--- config.mk ---
export PLATFORM = sky130hd
export DESIGN_NAME = segment_scanner
export DESIGN_NICKNAME = d
export VERILOG_FILES = /design/src/rtl/segment_scanner.sv
export SDC_FILE = /design/constraint.sdc
export NUM_CORES = 1
export LEC_CHECK = 0
export CELL_PAD_IN_SITES_DETAIL_PLACEMENT = 1
export CELL_PAD_IN_SITES_GLOBAL_PLACEMENT = 2
export CORE_AREA = 2 2 155 112
export CTS_CLUSTER_DIAMETER = 120
export CTS_CLUSTER_SIZE = 8
export DETAILED_ROUTE_END_ITERATION = 7
export DIE_AREA = 0 0 157 114
export PLACE_DENSITY = 0.81
export SLEW_MARGIN = 10
export SYNTH_ARGS = -nofsm -noshare
export SYNTH_HDL_FRONTEND = slang
export SYNTH_SLANG_ARGS = --single-unit
--- constraint.sdc ---
create_clock -name clk -period 4 [get_ports clk]
set_input_delay 0.6 -clock clk [delete_from_list [all_inputs] [get_ports clk]]
set_output_delay 0.6 -clock clk [all_outputs]
set_load 0.01 [all_outputs]
--- src/rtl/segment_scanner.sv ---
// segment_scanner: time-multiplexed driver for a bank of 7-segment digits.
// A slot counter divides time into per-digit slots; within each slot the
// selected digit is lit for a brightness-controlled window. New display
// content is double-buffered and only swapped in at the end of a full scan,
// so a frame never shows a mix of old and new digits.
module segment_scanner #(
  parameter int DIGITS         = 8,
  parameter int PERIOD         = 1024,
  parameter bit SEG_ACTIVE_LOW = 1'b1,
  parameter bit SEL_ACTIVE_LOW = 1'b0
) (
  input  logic                  clk,
  input  logic                  rst,
  input  logic [4*DIGITS-1:0]   data,
  input  logic [DIGITS-1:0]     dp,
  input  logic [DIGITS-1:0]     blank,
  input  logic                  lz_blank,
  input  logic [3:0]            brightness,
  input  logic                  load,
  output logic [7:0]            segment,
  output logic [DIGITS-1:0]     select,
  output logic                  frame_done
);

  localparam int CW   = $clog2(PERIOD);
  localparam int IW   = $clog2(DIGITS);
  localparam int STEP = PERIOD / 16;

  localparam logic [CW-1:0]     CNT_LAST = CW'(PERIOD - 1);
  localparam logic [IW-1:0]     IDX_LAST = IW'(DIGITS - 1);
  localparam logic [7:0]        SEG_OFF  = SEG_ACTIVE_LOW ? 8'hFF : 8'h00;
  localparam logic [DIGITS-1:0] SEL_OFF  = SEL_ACTIVE_LOW ? {DIGITS{1'b1}} : {DIGITS{1'b0}};

  // Scan position
  logic [CW-1:0] counter;
  logic [IW-1:0] index;
  logic          slot_end;
  logic          frame_end;

  // Double-buffered display content
  logic [4*DIGITS-1:0] act_data,  pend_data;
  logic [DIGITS-1:0]   act_dp,    pend_dp;
  logic [DIGITS-1:0]   act_blank, pend_blank;
  logic                act_lz,    pend_lz;
  logic                pending;

  // Brightness captured at the start of each slot
  logic [3:0]    bright_q;
  logic [CW:0]   thresh;
  logic          lit_window;

  // Per-cycle decode of the current digit
  logic [DIGITS-1:0] lz_mask;
  logic [3:0]        cur_nib;
  logic              dark;
  logic [7:0]        seg_lit;
  logic [DIGITS-1:0] sel_lit;

  assign slot_end   = (counter == CNT_LAST);
  assign frame_end  = slot_end && (index == IDX_LAST);
  assign frame_done = frame_end;

  // Hex nibble to lit segments, bit order gfedcba
  function automatic logic [6:0] hex7(input logic [3:0] v);
    hex7 = 7'h00;
    case (v)
      4'h0: hex7 = 7'h3F;
      4'h1: hex7 = 7'h06;
      4'h2: hex7 = 7'h5B;
      4'h3: hex7 = 7'h4F;
      4'h4: hex7 = 7'h66;
      4'h5: hex7 = 7'h6D;
      4'h6: hex7 = 7'h7D;
      4'h7: hex7 = 7'h07;
      4'h8: hex7 = 7'h7F;
      4'h9: hex7 = 7'h6F;
      4'hA: hex7 = 7'h77;
      4'hB: hex7 = 7'h7C;
      4'hC: hex7 = 7'h39;
      4'hD: hex7 = 7'h5E;
      4'hE: hex7 = 7'h79;
      4'hF: hex7 = 7'h71;
    endcase
  endfunction

  // Slot counter and digit index; brightness latched at the top of each slot
  always_ff @(posedge clk) begin
    // NOTE: state is updated with non-blocking assignments so every register
    // samples the pre-edge values of the others, as real flops do.
    if (rst) begin
      counter  <= '0;
      index    <= '0;
      bright_q <= '0;
    end else begin
      if (counter == '0) bright_q <= brightness;
      if (slot_end) begin
        counter <= '0;
        index   <= (index == IDX_LAST) ? '0 : index + 1'b1;
      end else begin
        counter <= counter + 1'b1;
      end
    end
  end

  // Pending/active buffers: loads park in pending, swap in at frame end
  always_ff @(posedge clk) begin
    if (rst) begin
      act_data   <= '0;
      act_dp     <= '0;
      act_blank  <= '0;
      act_lz     <= 1'b0;
      pend_data  <= '0;
      pend_dp    <= '0;
      pend_blank <= '0;
      pend_lz    <= 1'b0;
      pending    <= 1'b0;
    end else if (frame_end) begin
      // A load landing exactly on the frame boundary bypasses the buffer.
      if (load) begin
        act_data  <= data;
        act_dp    <= dp;
        act_blank <= blank;
        act_lz    <= lz_blank;
      end else if (pending) begin
        act_data  <= pend_data;
        act_dp    <= pend_dp;
        act_blank <= pend_blank;
        act_lz    <= pend_lz;
      end
      pending <= 1'b0;
    end else if (load) begin
      pend_data  <= data;
      pend_dp    <= dp;
      pend_blank <= blank;
      pend_lz    <= lz_blank;
      pending    <= 1'b1;
    end
  end

  // Leading-zero run from the most significant digit down to digit 1
  always_comb begin
    // NOTE: every always_comb output gets a default before any branch or
    // loop, so no path can leave it unassigned and infer a latch.
    logic run;
    lz_mask = '0;
    run     = act_lz;
    for (int i = DIGITS - 1; i >= 1; i--) begin
      run        = run & (act_data[4*i +: 4] == 4'h0) & ~act_dp[i];
      lz_mask[i] = run;
    end
  end

  // On-window length scales with brightness; counter 0 is always inside it
  always_comb begin
    thresh     = (CW+1)'(({1'b0, bright_q} + 5'd1) * STEP);
    lit_window = ({1'b0, counter} < thresh);
  end

  // Decode the current digit into active-high segment and select patterns
  always_comb begin
    cur_nib = act_data[4*index +: 4];
    dark    = act_blank[index] | lz_mask[index] | ~lit_window;
    seg_lit = 8'h00;
    sel_lit = '0;
    if (!dark) begin
      seg_lit = {act_dp[index], hex7(cur_nib)};
      sel_lit = DIGITS'(1) << index;
    end
  end

  // Registered outputs with polarity applied; reset drives everything off
  always_ff @(posedge clk) begin
    if (rst) begin
      segment <= SEG_OFF;
      select  <= SEL_OFF;
    end else begin
      segment <= seg_lit ^ SEG_OFF;
      select  <= sel_lit ^ SEL_OFF;
    end
  end

endmodule

==> impl_summary.txt <==
----------------------------------------------------
[Min path]
  Source of the worst hold timing path ... pend_blank[1]
  Hold crit path type ... reg2reg
  Endpoint of the worst hold path ... pend_blank[1]
  Hold depth ... 2

[Worst setup path]
  Critical Path Sink Type ... output pin
  Cells traversed along the worst timing path ... buf_4 > ha_1 > ha_1 > inv_1 > nor2_1 > clkdlybuf4s50_1
  Cell with the largest stage delay on the worst path ... sky130_fd_sc_hd__dfxtp_1
  CP Launch Type ... register
  Internal reg-to-reg setup slack ... between 0.9 and 1 ns
  Critical Path RT ... around 3.4 ns
  Most used cell along the critical path ... sky130_fd_sc_hd__ha_1
  Maximum fanout along the worst path ... 12
  Origin of the critical flop-to-flop path ... index[0]
  Arrival @ worst endpoint ... 2.77 ns
  Maximum single-stage delay on the critical path ... 0.71 ns
  Startpoint-to-endpoint class of the critical path ... reg2out
  Endpoint of the worst register-to-register path ... segment[5]
  Worst Reg-to-Reg Cells ... 7

[Die]
  Count of standard-cell rows ... 40
  Chip Height ... approximately 110 um
  Starting Density ... a little over a third
  Area of the core region ... ~0.017 mm^2
  Die extent in x ... between 150 and 200 um
  Total die area ... between 0.015 and 0.02 mm^2
  Ports ... 73

[Synthesis]
  Synth warn ... 0
  Syn Area/Cell ... between 9 and 10 um^2
  Async SR Flop Fraction ... 0%
  Most frequently used cell type in the post-synthesis netlist ... sky130_fd_sc_hd__dfxtp_1
  Distinct cell type count of the synthesized netlist ... 48
  Most used standard cells in the synthesized netlist ... sky130_fd_sc_hd__dfxtp_1 (132), sky130_fd_sc_hd__nand2_1 (109), sky130_fd_sc_hd__nor2_1 (72), sky130_fd_sc_hd__mux2i_1 (64), sky130_fd_sc_hd__a21oi_1 (52)
  Top-area cell type share of the netlist area ... between 40% and 50%
  Main synth FF type ... sky130_fd_sc_hd__dfxtp_1
  Cell type with the highest aggregate area in the netlist ... sky130_fd_sc_hd__dfxtp_1
  Cell area after technology mapping ... just under 0.006 mm^2
  Syn nets ... 722
  Number of enable-type register cells in the synthesized netlist ... 0
  Cells after synthesis ... 649
  Leading post-synthesis cells by cell area ... sky130_fd_sc_hd__dfxtp_1 (44%), sky130_fd_sc_hd__mux2i_1 (11%), sky130_fd_sc_hd__nand2_1 (6.9%)
  Share of the yosys chip area belonging to registers ... between 40% and 50%
  Flops & latches, synth ... 132

[Route]
  Vias per std cell ... roughly 5.1
  Residual DRC count ... 0
  Total vias in the final route ... 4830
  Number of DRC markers in iteration 0 ... between 200 and 250
  Final antenna-violating net count ... 0
  Routed WL ... about 16000 um
  Pre-antenna DRT Iters ... 4
  Mean routed wirelength per cell ... about 17 um

[Finish]
  Diodes inserted ... 0
  Final #Nets ... approximately 770
  Post-layout instance count excluding filler cells ... 945
  Share of layout cells above drive strength 1 ... just over 9%
  Area growth from synthesis to final layout ... 25.7%

[Power]
  Largest voltage drop on the vdd net ... about 250 uV
  Final Power ... between 3 and 4 mW
  Leakage power ... around 2.9 nW
  Power density normalized to cell area ... 446 mW/mm^2

[Run status]
  Run status ... complete, no violations

[Timing]
  Fraction of the cycle the final worst path needs ... roughly 84%
  Hold Worst Slack ... 0.453 ns
  Max Freq ... 0.297 GHz
  Transition at the pin with the smallest max-transition slack ... ~0.93 ns
  Post-layout minimum cycle time ... between 3 and 4 ns
  Max-slew headroom at the worst pin ... a little under two fifths
  Largest clock skew in the final design ... 0.00728 ns
  Count of pins over their slew limit ... 0
  Final hold violation count ... 0
  Final-report setup violation count ... 0
  Post-route setup TNS ... 0 ns
  Setup repair after global routing missed its margin ... no

[Global route]
  GRT Resource Usage Total ... between 10% and 20%
  Vias in the first global route ... approximately 5000
  Gr ovfl total ... 0
  Global-route wire length before repair ... about 26000 um
  Antenna violations before repair ... 0
  Maximum number of pins on one net before global-route repair ... between 90 and 100

[Clocking]
  Number of hold buffers added after CTS ... 0
  Count of cells resized by post-cts repair ... 0
  Post-CTS setup buffer count ... 0
  TritonCTS clock tree ... yes
  Num CTS Buffers ... 17
  Insertion delay to the later sink of the worst-skew pair ... 0.42 ns
  Buffers from clock root to sink, at most ... 2
  Clock transition at the registers of the reported paths ... ~0.060 ns
  Count of H-tree levels built during CTS ... 4
  Root Buffer Master ... sky130_fd_sc_hd__clkbuf_16
  Clock sink total ... between 100 and 150

[Place]
  # placed instances ... ~900
  Final RePlAce weighted congestion ... 0.826
  Port-buffer cells ... just over 70
  Detailed-placement wirelength estimate ... 11100 um

[Job]
  Max-cap check violation count ... 0

----------------------------------------------------
power by group:
group	switching (mW)	internal, mW	total (mW)
combinational	0.126	0.118	0.244
clock	0.593	1.11	1.70
sequential	0.0232	1.36	1.38
total	0.742	2.59	3.33
worst max-delay path by stage:
stage	start	end	cells after the start
floorplan	index[0]	segment[5]	9
global placement	index[0]	frame_done	6
detailed placement	index[0]	segment[5]	7
CTS	index[0]	frame_done	6
global route	index[0]	frame_done	6
finish	index[0]	frame_done	6
flip-flops by register name, indices dropped and copies added (netlist names), 3 cells and up:
name        cells
act_blank       8
act_data       32
act_dp          8
bright_q        4
counter        10
index           3
pend_blank      8
pend_data      32
pend_dp         8
segment         8
select          8
layer usage:
metal	GRT usage [%]	routed length (um)	share of wire, %	vias up
met1	26.7	8120	51	2333
li1	-	-	-	2388
met4	5.99	126	0.79	0
met3	3.65	583	3.7	12
met5	0	0	0	-
met2	29.2	7070	44	97
through the flow:
step | util (%) | setup WS (ns) | area, um^2
after global placement | 41.1 | 1.10 | 6810
final | 45.1 | 0.628 | 7460
after CTS | 45.1 | 0.543 | 7460
after floorplan | - | 1.44 | 5940
after global routing | 45.1 | 0.425 | 7460
after detailed placement | 41.1 | 0.954 | 6810
worst max-delay path, delay by kind of cell (launching register included):
kind / cells / cell delay (ns)
adders and majority gates: 2 / 0.42
DFF: 1 / 0.71
buffers and inverters: 3 / 1.02
and+or+nand+nor: 1 / 0.20
cells in the final DEF, fill, tap and decap left out, drive strengths merged, types with 3 or more instances in the layout:
cell type | netlist | final
buf | 19 | 10
clkbuf | 28 | 21
bufinv | 0 | 4
nor2 | 72 | 72
clkinvlp | 0 | 4
dfxtp | 132 | 132
or3 | 5 | 5
nand3 | 8 | 8
mux2i | 65 | 65
inv | 13 | 14
a211oi | 50 | 50
xor2 | 7 | 7
nor3 | 11 | 11
ha | 17 | 17
clkdlybuf4s50 | 0 | 70
nor4 | 5 | 5
and2 | 4 | 4
a21oi | 52 | 52
or4 | 5 | 5
xnor2 | 3 | 3
and4 | 5 | 5
nor2b | 3 | 3
mux4 | 12 | 12
nand2 | 109 | 109
nand4 | 4 | 4
layout make-up:
| cell class | count | area (um^2) |
|---|---|---|
| Timing Repair Buffer | 80 | 773 |
| Fill cell | 1888 | 9100 |
| Multi-Input combinational cell | 457 | 3060 |
| Sequential cell | 132 | 2640 |
| Clock inverter | 11 | 173 |
| Inverter | 13 | 48.8 |
| Clock buffer | 21 | 480 |
| Tap cell | 231 | 289 |
cells by family (layout without fill, tap and decap cells):
| kind of cell | after synthesis | after routing | synth area share, % |
|---|---|---|---|
| AOI/OAI and AO/OA | 118 | 118 | 12.8 |
| and+or+nand+nor | 234 | 234 | 17.4 |
| xor gates and xnor gates | 10 | 10 | 1.47 |
| DFF | 132 | 132 | 44.5 |
| muxes | 78 | 78 | 15.9 |
| buffers and inverters | 60 | 125 | 4.34 |
| adders and majority gates | 17 | 17 | 3.58 |
(Power assumes the default switching activity.)
